### src/rtl/usb_defs.sv
`default_nettype none
// +----------------------------------------------------------------------+
// | Module  : usb_defs                                                   |
// | Purpose : Shared USB definitions: PID codes, CRC16 constants and the |
// |           UTMI transmit engine state encoding.                       |
// | Rev     : 1.0  initial release                                       |
// +----------------------------------------------------------------------+
package usb_defs;

  // Token PIDs
  localparam logic [3:0] PID_OUT   = 4'h1;
  localparam logic [3:0] PID_IN    = 4'h9;
  localparam logic [3:0] PID_SOF   = 4'h5;
  localparam logic [3:0] PID_SETUP = 4'hD;
  // Data PIDs
  localparam logic [3:0] PID_DATA0 = 4'h3;
  localparam logic [3:0] PID_DATA1 = 4'hB;
  localparam logic [3:0] PID_DATA2 = 4'h7;
  localparam logic [3:0] PID_MDATA = 4'hF;
  // Handshake PIDs
  localparam logic [3:0] PID_ACK   = 4'h2;
  localparam logic [3:0] PID_NAK   = 4'hA;
  localparam logic [3:0] PID_STALL = 4'hE;

  // USB CRC16, reflected form (bit 0 of each byte is shifted in first)
  localparam logic [15:0] CRC16_POLY = 16'hA001;
  localparam logic [15:0] CRC16_INIT = 16'hFFFF;

  typedef enum logic [2:0] {
    ST_IDLE   = 3'd0,
    ST_DATA   = 3'd1,
    ST_CRC_LO = 3'd2,
    ST_CRC_HI = 3'd3,
    ST_DRAIN  = 3'd4,
    ST_GAP    = 3'd5,
    ST_FLUSH  = 3'd6
  } tx_state_t;

  // Every data PID (DATA0/1/2, MDATA) has its two low bits set
  function automatic logic is_data_pid(input logic [3:0] pid);
    return (pid[1:0] == 2'b11);
  endfunction

endpackage
`default_nettype wire

### src/rtl/usb_crc16.sv
`default_nettype none
// +----------------------------------------------------------------------+
// | Module  : usb_crc16                                                  |
// | Purpose : Combinational byte-wide USB CRC16 update, LSB first.       |
// |           Shared between transmit generation and receive checking.   |
// | Rev     : 1.0  initial release                                       |
// +----------------------------------------------------------------------+
module usb_crc16
  import usb_defs::*;
(
  input  logic [15:0] crc_in,
  input  logic [7:0]  data_in,
  output logic [15:0] crc_out
);

  logic [15:0] crc_acc;

  // Fold the eight data bits into the register one at a time, bit 0 first
  always_comb begin
    crc_acc = crc_in;
    for (int i = 0; i < 8; i++) begin
      if (crc_acc[0] ^ data_in[i]) begin
        crc_acc = (crc_acc >> 1) ^ CRC16_POLY;
      end else begin
        crc_acc = crc_acc >> 1;
      end
    end
    crc_out = crc_acc;
  end

endmodule
`default_nettype wire

### src/rtl/usb_utmi_tx.sv
`default_nettype none
// +----------------------------------------------------------------------+
// | Module  : usb_utmi_tx                                                |
// | Purpose : UTMI transmit engine. Serialises PID + payload bytes onto  |
// |           the UTMI TX interface, builds the PID check nibble, appends|
// |           CRC16 on data packets and enforces an inter-packet gap.    |
// | Rev     : 1.0  initial release                                       |
// +----------------------------------------------------------------------+
module usb_utmi_tx
  import usb_defs::*;
#(
  parameter int IPG_CYCLES = 8   // must be at least 1
) (
  input  logic       clk_i,
  input  logic       rst_i,
  input  logic       inport_valid_i,
  input  logic [7:0] inport_data_i,
  input  logic       inport_last_i,
  output logic       inport_accept_o,
  output logic [7:0] utmi_data_o,
  output logic       utmi_txvalid_o,
  input  logic       utmi_txready_i,
  output logic       busy_o,
  output logic       sent_o,
  output logic       underrun_o
);

  localparam int GAP_W = (IPG_CYCLES > 1) ? $clog2(IPG_CYCLES) : 1;
  localparam logic [GAP_W-1:0] GAP_LOAD = GAP_W'(IPG_CYCLES - 1);

  tx_state_t        state;
  logic [15:0]      crc;
  logic [15:0]      crc_next;
  logic [GAP_W-1:0] gap_cnt;
  logic             pkt_is_data;
  logic             txvalid;
  logic [7:0]       data_out;
  logic             underrun;

  logic             reg_free;
  logic             consume;
  logic             accept_raw;
  logic [3:0]       pid;

  // The output register doubles as the holding register: it can take a
  // new byte when empty or when the PHY is taking the current one.
  assign reg_free = ~txvalid | utmi_txready_i;
  assign consume  = txvalid & utmi_txready_i;
  assign pid      = inport_data_i[3:0];

  usb_crc16 u_crc16 (
    .crc_in  (crc),
    .data_in (inport_data_i),
    .crc_out (crc_next)
  );

  // Input acceptance per state; held low while reset is applied
  always_comb begin
    accept_raw = 1'b0;
    case (state)
      ST_IDLE:  accept_raw = 1'b1;
      ST_DATA:  accept_raw = reg_free;
      ST_FLUSH: accept_raw = 1'b1;
      default:  accept_raw = 1'b0;
    endcase
  end

  assign inport_accept_o = accept_raw & ~rst_i;
  assign utmi_data_o     = data_out;
  assign utmi_txvalid_o  = txvalid;
  assign underrun_o      = underrun;
  assign busy_o          = (state != ST_IDLE);
  assign sent_o          = (state == ST_DRAIN) & consume;

  // Transmit state machine with registered UTMI outputs
  always_ff @(posedge clk_i or posedge rst_i) begin
    if (rst_i) begin
      state       <= ST_IDLE;
      crc         <= CRC16_INIT;
      gap_cnt     <= '0;
      pkt_is_data <= 1'b0;
      txvalid     <= 1'b0;
      data_out    <= 8'h00;
      underrun    <= 1'b0;
    end else begin
      underrun <= 1'b0;
      case (state)
        ST_IDLE: begin
          if (inport_valid_i) begin
            data_out    <= {~pid, pid};
            txvalid     <= 1'b1;
            crc         <= CRC16_INIT;
            pkt_is_data <= is_data_pid(pid);
            if (inport_last_i) begin
              state <= is_data_pid(pid) ? ST_CRC_LO : ST_DRAIN;
            end else begin
              state <= ST_DATA;
            end
          end
        end

        ST_DATA: begin
          if (inport_valid_i && reg_free) begin
            data_out <= inport_data_i;
            txvalid  <= 1'b1;
            if (pkt_is_data) begin
              crc <= crc_next;
            end
            if (inport_last_i) begin
              state <= pkt_is_data ? ST_CRC_LO : ST_DRAIN;
            end
          end else if (consume) begin
            // Byte left the register with nothing to replace it: abort
            txvalid  <= 1'b0;
            underrun <= 1'b1;
            state    <= ST_FLUSH;
          end
        end

        ST_CRC_LO: begin
          if (reg_free) begin
            data_out <= ~crc[7:0];
            txvalid  <= 1'b1;
            state    <= ST_CRC_HI;
          end
        end

        ST_CRC_HI: begin
          if (reg_free) begin
            data_out <= ~crc[15:8];
            txvalid  <= 1'b1;
            state    <= ST_DRAIN;
          end
        end

        ST_DRAIN: begin
          if (consume) begin
            txvalid <= 1'b0;
            gap_cnt <= GAP_LOAD;
            state   <= ST_GAP;
          end
        end

        ST_GAP: begin
          if (gap_cnt == '0) begin
            state <= ST_IDLE;
          end else begin
            gap_cnt <= gap_cnt - GAP_W'(1);
          end
        end

        ST_FLUSH: begin
          if (inport_valid_i && inport_last_i) begin
            gap_cnt <= GAP_LOAD;
            state   <= ST_GAP;
          end
        end

        default: begin
          txvalid <= 1'b0;
          state   <= ST_IDLE;
        end
      endcase
    end
  end

endmodule
`default_nettype wire
### config.mk
export PLATFORM = sky130hd
export DESIGN_NAME = usb_utmi_tx
export DESIGN_NICKNAME = d
export VERILOG_FILES = /design/src/rtl/usb_defs.sv /design/src/rtl/usb_crc16.sv /design/src/rtl/usb_utmi_tx.sv
export SDC_FILE = /design/constraint.sdc
export NUM_CORES = 1
export LEC_CHECK = 0
export CORE_MARGIN = 2
export CORE_UTILIZATION = 53
export DETAILED_ROUTE_END_ITERATION = 10
export GPL_TIMING_DRIVEN = 1
export PLACE_DENSITY = 0.76
export SYNTH_ARGS = -nofsm -noshare
export SYNTH_HDL_FRONTEND = slang
export SYNTH_HIERARCHICAL = 1
export SYNTH_SLANG_ARGS = --single-unit
### constraint.sdc
create_clock -name clk_i -period 4.1 [get_ports clk_i]
set_input_delay 0.82 -clock clk_i [delete_from_list [all_inputs] [get_ports clk_i]]
set_output_delay 0.82 -clock clk_i [all_outputs]
set_load 0.01 [all_outputs]
; Yosys cells after proc, flatten, opt, wreduce, memory -nomap -nowiden
; Index checks and enable logic that the tools add are counted.
; W data, S select, Z words.
[totals]
reg_bits = 33
input_bits = 13
[op_classes]
n_mux = 43
reduce_logical = 17
eq_ne = 19
bitwise = 26
n_addsub = 1
[ops]
columns = operator, n
row1 = $mux W16, 11
row2 = $mux W3, 15
row3 = $mux W8, 4
row4 = $pmux W16 S2, 1
row5 = $pmux W8 S4, 1
row6 = $not A2 Y3, 8
row7 = $pmux W3 S7, 1
row8 = $ne A2 B2 Y1 const B, 9
row9 = $not A8 Y8, 2
row10 = $eq A3 B3 Y1 const B, 3
row11 = $pmux W3 S3, 1
row12 = $reduce_and A4 Y1, 2
row13 = $reduce_and A8 Y1, 1
row14 = $xor A1 B1 Y1, 8
row15 = $mux W1, 7
row16 = $eq A3 B2 Y1 const B, 2
row17 = $logic_not A3 Y1, 2
row18 = $ne A3 B3 Y1 const B, 2
row19 = $reduce_bool A3 Y1, 2
row20 = $reduce_or A2 Y1, 3
row21 = $pmux W1 S5, 1
row22 = $reduce_and A5 Y1, 1
row23 = $not A4 Y4, 1
row24 = $reduce_bool A4 Y1, 1
row25 = 12 further kinds, 17

; Depth between registers and ports, before layout
; Gate-level depths: netlist (run 1).
[depth]
ltp_word = 19
depth_mapped = 7
ltp_nobuf = 6

; Modules after synthesis
; Netlist (run 1), hierarchy kept.
[by_module_without_submodules]
columns = mod, cells_each, n_inst, area_per_inst_um2
row1 = usb_utmi_tx, 192, 1, 1953.1
row2 = usb_crc16, 26, 1, 251.5

; Worst setup path after synthesis (run 1)
; OpenSTA, ideal clock, no wires.
[synth_timing]
path_kind = input-to-reg
from = input port inport_data_i[2]
to = register crc[0]
setup_slack_ns = 1.611
setup_ns = 0.082
n_path_buf = 0
arrival_ns = 2.406
cell_stages = 6
path_cell_list = xnor2_1 xnor2_1 xor3_2 xnor3_1 nand2b_1 mux2_2
[synth_via]
elab_chain_cells = 15
[synth_lines]
columns = item, line_no
row1 = start: declaration, usb_utmi_tx.sv:17  ; input logic [7:0] inport_data_i,
row2 = $xor A1 B1 Y1, usb_crc16.sv:22  ; if (crc_acc[0] ^ data_in[i]) begin
row3 = $mux W16, usb_crc16.sv:22
row4 = $xor A1 B1 Y1, usb_crc16.sv:22
row5 = $mux W16, usb_crc16.sv:22
row6 = $xor A1 B1 Y1, usb_crc16.sv:22
row7 = $mux W16, usb_crc16.sv:22
row8 = $xor A1 B1 Y1, usb_crc16.sv:22
row9 = $mux W16, usb_crc16.sv:22
row10 = $xor A1 B1 Y1, usb_crc16.sv:22
row11 = $mux W16, usb_crc16.sv:22
row12 = $xor A1 B1 Y1, usb_crc16.sv:22
row13 = $mux W16, usb_crc16.sv:22
row14 = via crc_next[0], usb_utmi_tx.sv:33  ; logic [15:0] crc_next;
row15 = $mux W16, usb_utmi_tx.sv:106  ; if (pkt_is_data) begin
row16 = $mux W16, usb_utmi_tx.sv:103  ; if (inport_valid_i && reg_free) begin
row17 = $pmux W16 S2, usb_utmi_tx.sv:87  ; case (state)
row18 = end signal: assignment, usb_utmi_tx.sv:107  ; crc <= crc_next;
row19 = end: declaration, usb_utmi_tx.sv:32  ; logic [15:0] crc;
; The timed path passes the listed nets, and every way through them passes these cells. The select of a mux whose other input is x is not followed.
; A chain may end at the register's enable or synchronous reset.

; Worst setup path in the final report (run 1)
[layout_timing]
from = input port utmi_txready_i
to = output port inport_accept_o
[layout_via]
elab_chain_cells = 3
[layout_lines]
columns = item, line_no
row1 = start: declaration, usb_utmi_tx.sv:22  ; input logic utmi_txready_i,
row2 = $or A1 B1 Y1, usb_utmi_tx.sv:47  ; assign reg_free = ~txvalid | utmi_txready_i;
row3 = $pmux W1 S2, usb_utmi_tx.sv:60  ; case (state)
row4 = $and A1 B1 Y1, usb_utmi_tx.sv:68  ; assign inport_accept_o = accept_raw & ~rst_i;
row5 = end: declaration, usb_utmi_tx.sv:19  ; output logic inport_accept_o,
; No other way between the ends.

==> metrics.txt, run 1 <==
status=completed; clk_skew=0.00698 ns; worst-path maximum fanout=6; Final Max Slew Viols=0; syn_area_per_cell=10.1 um^2; final setup vio count=0; latest clock arrival within the worst-skew pair=0.29 ns; Routed WL per cell=15.1 um; Fin. Hold Viols=0; Mapped Cells=218; routed vias=1585; antenna viol nets, final=0; clk sinks=33; FF-to-FF setup slack=1.76 ns; drt drc=0; post-route cell area=0.00252 mm^2; GRT Total Usage=20.0%; Clock Pin Slew Worst Setup and Hold Paths=0.07 ns; TritonCTS clock tree=done; critical path type=in -> out; Post-CTS Resized=0; grt ovf=0; Worst slew margin=35.5%; Final Net Count=249; die height=68.5 um; final hold slack=0.479 ns; I/O pin cnt=26; largest area contributor in the netlist=dfrtp_1; unique cell type count in the Yosys netlist=51; vias in the first global route=1419; Pre-Repair DR Iteration Count=4; min Tclk post-route=3.23 ns; max-cap violations=0; Hold WC Path Type=reg -> reg; Max stage delay on crit path=0.51 ns; initial antenna violation count=0; Post-CTS Hold Fix Bufs=0; setup repair after global routing missed its margin=false; Crit-path slowest cell=clkdlybuf4s50_1; H-tree depth=2; number of port buffers=25; Fmax=310 MHz; ranking of synthesized cells by area=dfrtp_1 19%, dfstp_2 19%, mux2_2 7.7%; area share of the largest cell type after synthesis=19.3%; placed cell area=0.00241 mm^2; GP Congestion=0.830; mapped cell area=0.00220 mm^2; first-pass GRT wire length=6910 um; Critical Path AT=2.41 ns; CTS buffer count=5; leakage power=0.948 nW; most frequent cells in the layout=25 x nand2b_1, 25 x clkdlybuf4s50_1, 18 x o21ai_0; CP required=3.28 ns; P&R area growth vs syn=14.1%; Die Width=68.5 um; vias per cell=5.56; Worst Tran Pin Value=0.967 ns; largest net degree at the start of global routing=28; syn nets=233; critical path cell sequence=clkdlybuf4s50_1 -> or2b_2 -> a21oi_1 -> nor2_1 -> clkdlybuf4s50_1; register area share after synthesis=38.4%; WP buf/inv=2; delay-heaviest family, CP=buffers and inverters; share of layout cells above drive strength 1=22.1%; Clock Root Buffer=clkbuf_8; CORE AREA=0.00400 mm^2; Fill cells=352; die area=0.00469 mm^2; total wire length=4320 um; #FFs+latches synth=33; # Post-CTS Setup Buffers=0; asr flop ratio synth=100%; Setup crit end kind=primary output; # rows=23; startpoint types=input pin; final setup TNS=0 ns; initial DRC count=167; VDD IR max=0.000362 V; Synth warnings=6; top_reg_cell synth=dfrtp_1; pwr dens=737 mW/mm^2; # diodes=0; EDFF count, synth=0; initial core utilization=55.1%; crit-path most repeated cell=clkdlybuf4s50_1; DPL Wire Length=3030 um; CTS Buffer Depth=2; final period utilization=78.7%; Final Util=62.9%
-- where the power goes --
| group | total [mW] | switching [mW] | internal (mW) |
|---|---|---|---|
| clock | 0.271 | 0.119 | 0.152 |
| combinational | 0.939 | 0.412 | 0.527 |
| sequential | 0.645 | 0.156 | 0.489 |
-- layout make-up --
cell class,count,area [um^2],area share [%]
inverters,5,18.8,0.746
repair buffers,27,265,10.5
multi-input cells,162,1220,48.6
well taps,50,62.6,2.49
clock inverters,1,5.00,0.199
clock buffers,7,96.3,3.83
flip-flops and latches,33,846,33.6
-- sequential cells by signal (all words and copies together), names as in the netlist --
name,flops
crc,16
utmi_data_o,8
gap_cnt,3
state,3
pkt_is_data,1
underrun_o,1
utmi_txvalid_o,1
-- worst paths after layout --
| kind | to | from | cells past startpoint |
|---|---|---|---|
| max | inport_accept_o | utmi_txready_i | 5 |
| min | utmi_data_o[2]$_DFFE_PP0P_ | utmi_data_o[2]$_DFFE_PP0P_ | 2 |
| max reg2reg | crc[0]$_DFFE_PP1P_ | crc[3]$_DFFE_PP1P_ | 6 |
| min reg2reg | utmi_data_o[2]$_DFFE_PP0P_ | utmi_data_o[2]$_DFFE_PP0P_ | 2 |
| max in group asynchronous | crc[10]$_DFFE_PP1P_ | rst_i | 3 |
| min in group asynchronous | underrun_o$_DFF_PP0_ | rst_i | 2 |
-- tightest hold or removal path, cell delays in order, from the launching register on --
cell and delay [ns]:
dfrtp_1 0.34, nand2_1 0.05, o21ai_0 0.06
-- logic make-up (layout without fill, tap and decap cells) --
logic type / after synthesis / in the layout / share of synthesized area, %
flip-flops: 33 / 33 / 38.4
buffers and inverters: 23 / 40 / 6.19
AND/OR/NAND/NOR: 70 / 70 / 19.0
AO/OA/AOI/OAI: 42 / 42 / 12.3
multiplexers: 27 / 27 / 13.3
XOR/XNOR: 21 / 21 / 9.70
adder cells (fa/ha/maj): 2 / 2 / 1.13
-- metal layers --
metal  GRT usage [%]  vias up  part of all wire [%]
met1            28.0      757                    48
met2            30.4       36                    46
li1                -      786                     -
met5               0        -                     0
met3            5.36        6                   4.4
met4            5.25        0                   1.2
-- cell usage after synthesis, drive strengths merged, types with 3 or more instances --
library cell	count
clkbuf	3
xnor2	15
a32oi	4
nor2	6
mux2i	8
o21ai	19
nand2b	25
a21oi	7
xor2	4
mux2	19
dfstp	16
buf	15
nor2b	5
inv	5
nand2	14
dfrtp	17
-- stage by stage --
stage | setup slack (ns) | std cells | power (mW)
after detailed placement | 0.890 | 277 | 1.58
final | 0.873 | 285 | 1.86
after global placement | 0.943 | 277 | 1.57
after floorplan | 1.61 | 218 | 1.37
after global routing | 0.822 | 285 | 1.99
after CTS | 0.887 | 285 | 1.87
Power figures use the tool's default switching activity.
==> inputs of run 2 (changes only) <==
==> constraint.sdc (replaced) <==
create_clock -name clk_i -period 3.05 [get_ports clk_i]
set_input_delay 0.61 -clock clk_i [delete_from_list [all_inputs] [get_ports clk_i]]
set_output_delay 0.61 -clock clk_i [all_outputs]
set_load 0.01 [all_outputs]
==> metrics.txt, run 2 (synthesis results as in run 1) <==
status=completed (unchanged); grt ovf=0 (unchanged); clk_skew=0.00473 ns (was 0.00698 ns); routed vias=1651 (was 1585); combinational share of power=52.5% (was 50.6%); TritonCTS clock tree=done (unchanged); final period utilization=92.3%; Internal Pwr Total=1.66 mW (was 1.17 mW); # Post-CTS Setup Buffers=0 (unchanged); FF-to-FF setup slack=0.73 ns (was 1.76 ns); RR Endpoint=crc[0]$_DFFE_PP1P_ (unchanged); antenna viol nets, final=0 (unchanged); H-tree depth=2 (unchanged); DPL Wire Length=3260 um (was 3030 um); Critical Path AT=2.21 ns (was 2.41 ns); pre-CTS WS=0.132 ns (was 0.890 ns); pwr dens=1010 mW/mm^2 (was 737 mW/mm^2); Sw Share=36.3% (was 37.0%); min Tclk post-route=2.82 ns; clk sinks=33 (unchanged); critical path cell sequence=clkdlybuf4s50_1 -> or2b_2 -> a21oi_1 -> nor2_1 -> clkdlybuf4s50_1 (unchanged); drt drc=0 (unchanged); initial core utilization=55.1% (unchanged); Hold WC Path Type=reg -> reg (unchanged); clock network fraction of design power=16.2% (was 14.6%); Pre-Repair DR Iteration Count=4 (unchanged); Routed WL per cell=15.9 um (was 15.1 um); Top reg by flops=crc (unchanged); GRT Total Usage=21.8% (was 20.0%); total wire length=4630 um (was 4320 um); vias per cell=5.67 (was 5.56); r2r worst-path depth=6 (unchanged); startpoint types=input pin (unchanged); max-cap violations=0 (unchanged); max reg flops=16 (unchanged); Clock Root Buffer=clkbuf_8 (unchanged); Crit. Startpoint=utmi_txready_i (unchanged); CTS buffer count=5 (unchanged); final setup vio count=0 (unchanged); Die Width=68.5 um (unchanged); crit-path most repeated cell=clkdlybuf4s50_1 (unchanged); # rows=23 (unchanged); worst-path maximum fanout=6 (unchanged); number of port buffers=25 (unchanged); Post-CTS Resized=0 (unchanged); Fmax=355 MHz; post-route cell area=0.00258 mm^2 (was 0.00252 mm^2); largest net degree at the start of global routing=22 (was 28); CP required=2.44 ns (was 3.28 ns); Clock Pin Slew Worst Setup and Hold Paths=0.07 ns (about the same); Worst Tran Pin Value=0.874 ns (was 0.967 ns); placed cell area=0.00246 mm^2 (was 0.00241 mm^2); Setup crit end kind=primary output (unchanged); latest clock arrival within the worst-skew pair=0.28 ns (was 0.29 ns); critical path type=in -> out (unchanged); VDD IR max=0.000477 V (was 0.000362 V); register share of total power=31.3% (was 34.8%); first-pass GRT wire length=7370 um (was 6910 um); vias in the first global route=1542 (was 1419); initial antenna violation count=0 (unchanged); Fin. Hold Viols=0 (unchanged); Post-CTS Hold Fix Bufs=0 (unchanged); GP Congestion=0.849 (was 0.830); worst hold start=utmi_data_o[1]$_DFFE_PP0P_ (was utmi_data_o[2]$_DFFE_PP0P_); Crit-path slowest cell=clkdlybuf4s50_1 (unchanged); Switch Pwr=949 uW (was 687 uW); final setup TNS=0 ns (unchanged); setup repair after global routing missed its margin=false (unchanged); hold path depth=2 (unchanged); initial DRC count=206 (was 167); Worst Hold End=utmi_data_o[1]$_DFFE_PP0P_ (was utmi_data_o[2]$_DFFE_PP0P_); most frequent cells in the layout=25 x nand2b_1, 25 x clkdlybuf4s50_1, 18 x o21ai_0 (unchanged); worst reg2reg path startpoint=crc[3]$_DFFE_PP1P_ (unchanged); die height=68.5 um (unchanged); I/O pin cnt=26 (unchanged); Final Net Count=255 (was 249); Worst slew margin=41.7% (was 35.5%); die area=0.00469 mm^2 (unchanged); CTS Buffer Depth=2 (unchanged); # diodes=0 (unchanged); share of layout cells above drive strength 1=23.7% (was 22.1%); final hold slack=0.477 ns (was 0.479 ns); Final Max Slew Viols=0 (unchanged); Max stage delay on crit path=0.51 ns (about the same); leakage power=0.981 nW (was 0.948 nW); worst setup margin=0.234 ns (was 0.873 ns); CORE AREA=0.00400 mm^2 (unchanged); P&R area growth vs syn=16.9% (was 14.1%)
run 2: cell types whose count changed in the layout (fill, tap and decap cells not counted), sizes merged:
| cell | delta |
|---|---|
| clkinv | -1 |
| buf | +6 |
| bufinv | +1 |
run 2: cell type report:
class	count	area, um^2
clock inverters	1	30.0
inverters	5	18.8
well taps	50	62.6
repair buffers	33	310
clock buffers	7	86.3
flip-flops and latches	33	846
fillers	349	1420
multi-input cells	162	1220
run 2: routing by layer:
layer	track usage [%]	up-vias	routed length, um
li1	-	795	-
met1	29.4	802	2140
met2	33.4	45	2200
met3	3.73	9	183
met4	11.3	0	107
met5	0	-	0
run 2: power groups by stage:
stage / clock, mW / combinational [mW] / sequential (mW)
CTS: 0.437 / 1.37 / 0.813
detailed placement: 0 / 1.35 / 0.822
global route: 0.448 / 1.51 / 0.844
floorplan: 0 / 1.05 / 0.790
finish: 0.424 / 1.37 / 0.817
global placement: 0 / 1.33 / 0.815
run 2: how the worst max path moves through the flow:
stage	endpoint
after floorplan	crc[0]$_DFFE_PP1P_
after global placement	crc[0]$_DFFE_PP1P_
after detailed placement	crc[0]$_DFFE_PP1P_
after CTS	inport_accept_o
after global routing	inport_accept_o
final	inport_accept_o
run 2: critical path: cells and delay by family:
family                 cells  cell delay (ns)
AO/OA/AOI/OAI              1             0.17
AND/OR/NAND/NOR            2             0.44
buffers and inverters      2             0.98
run 2: stage by stage:
stage | utilization [%] | power (mW) | cells
after global placement | 61.5 | 2.15 | 283
after CTS | 64.4 | 2.62 | 291
after floorplan | - | 1.84 | 218
after global routing | 64.4 | 2.80 | 291
after detailed placement | 61.5 | 2.18 | 283
final | 64.4 | 2.61 | 291
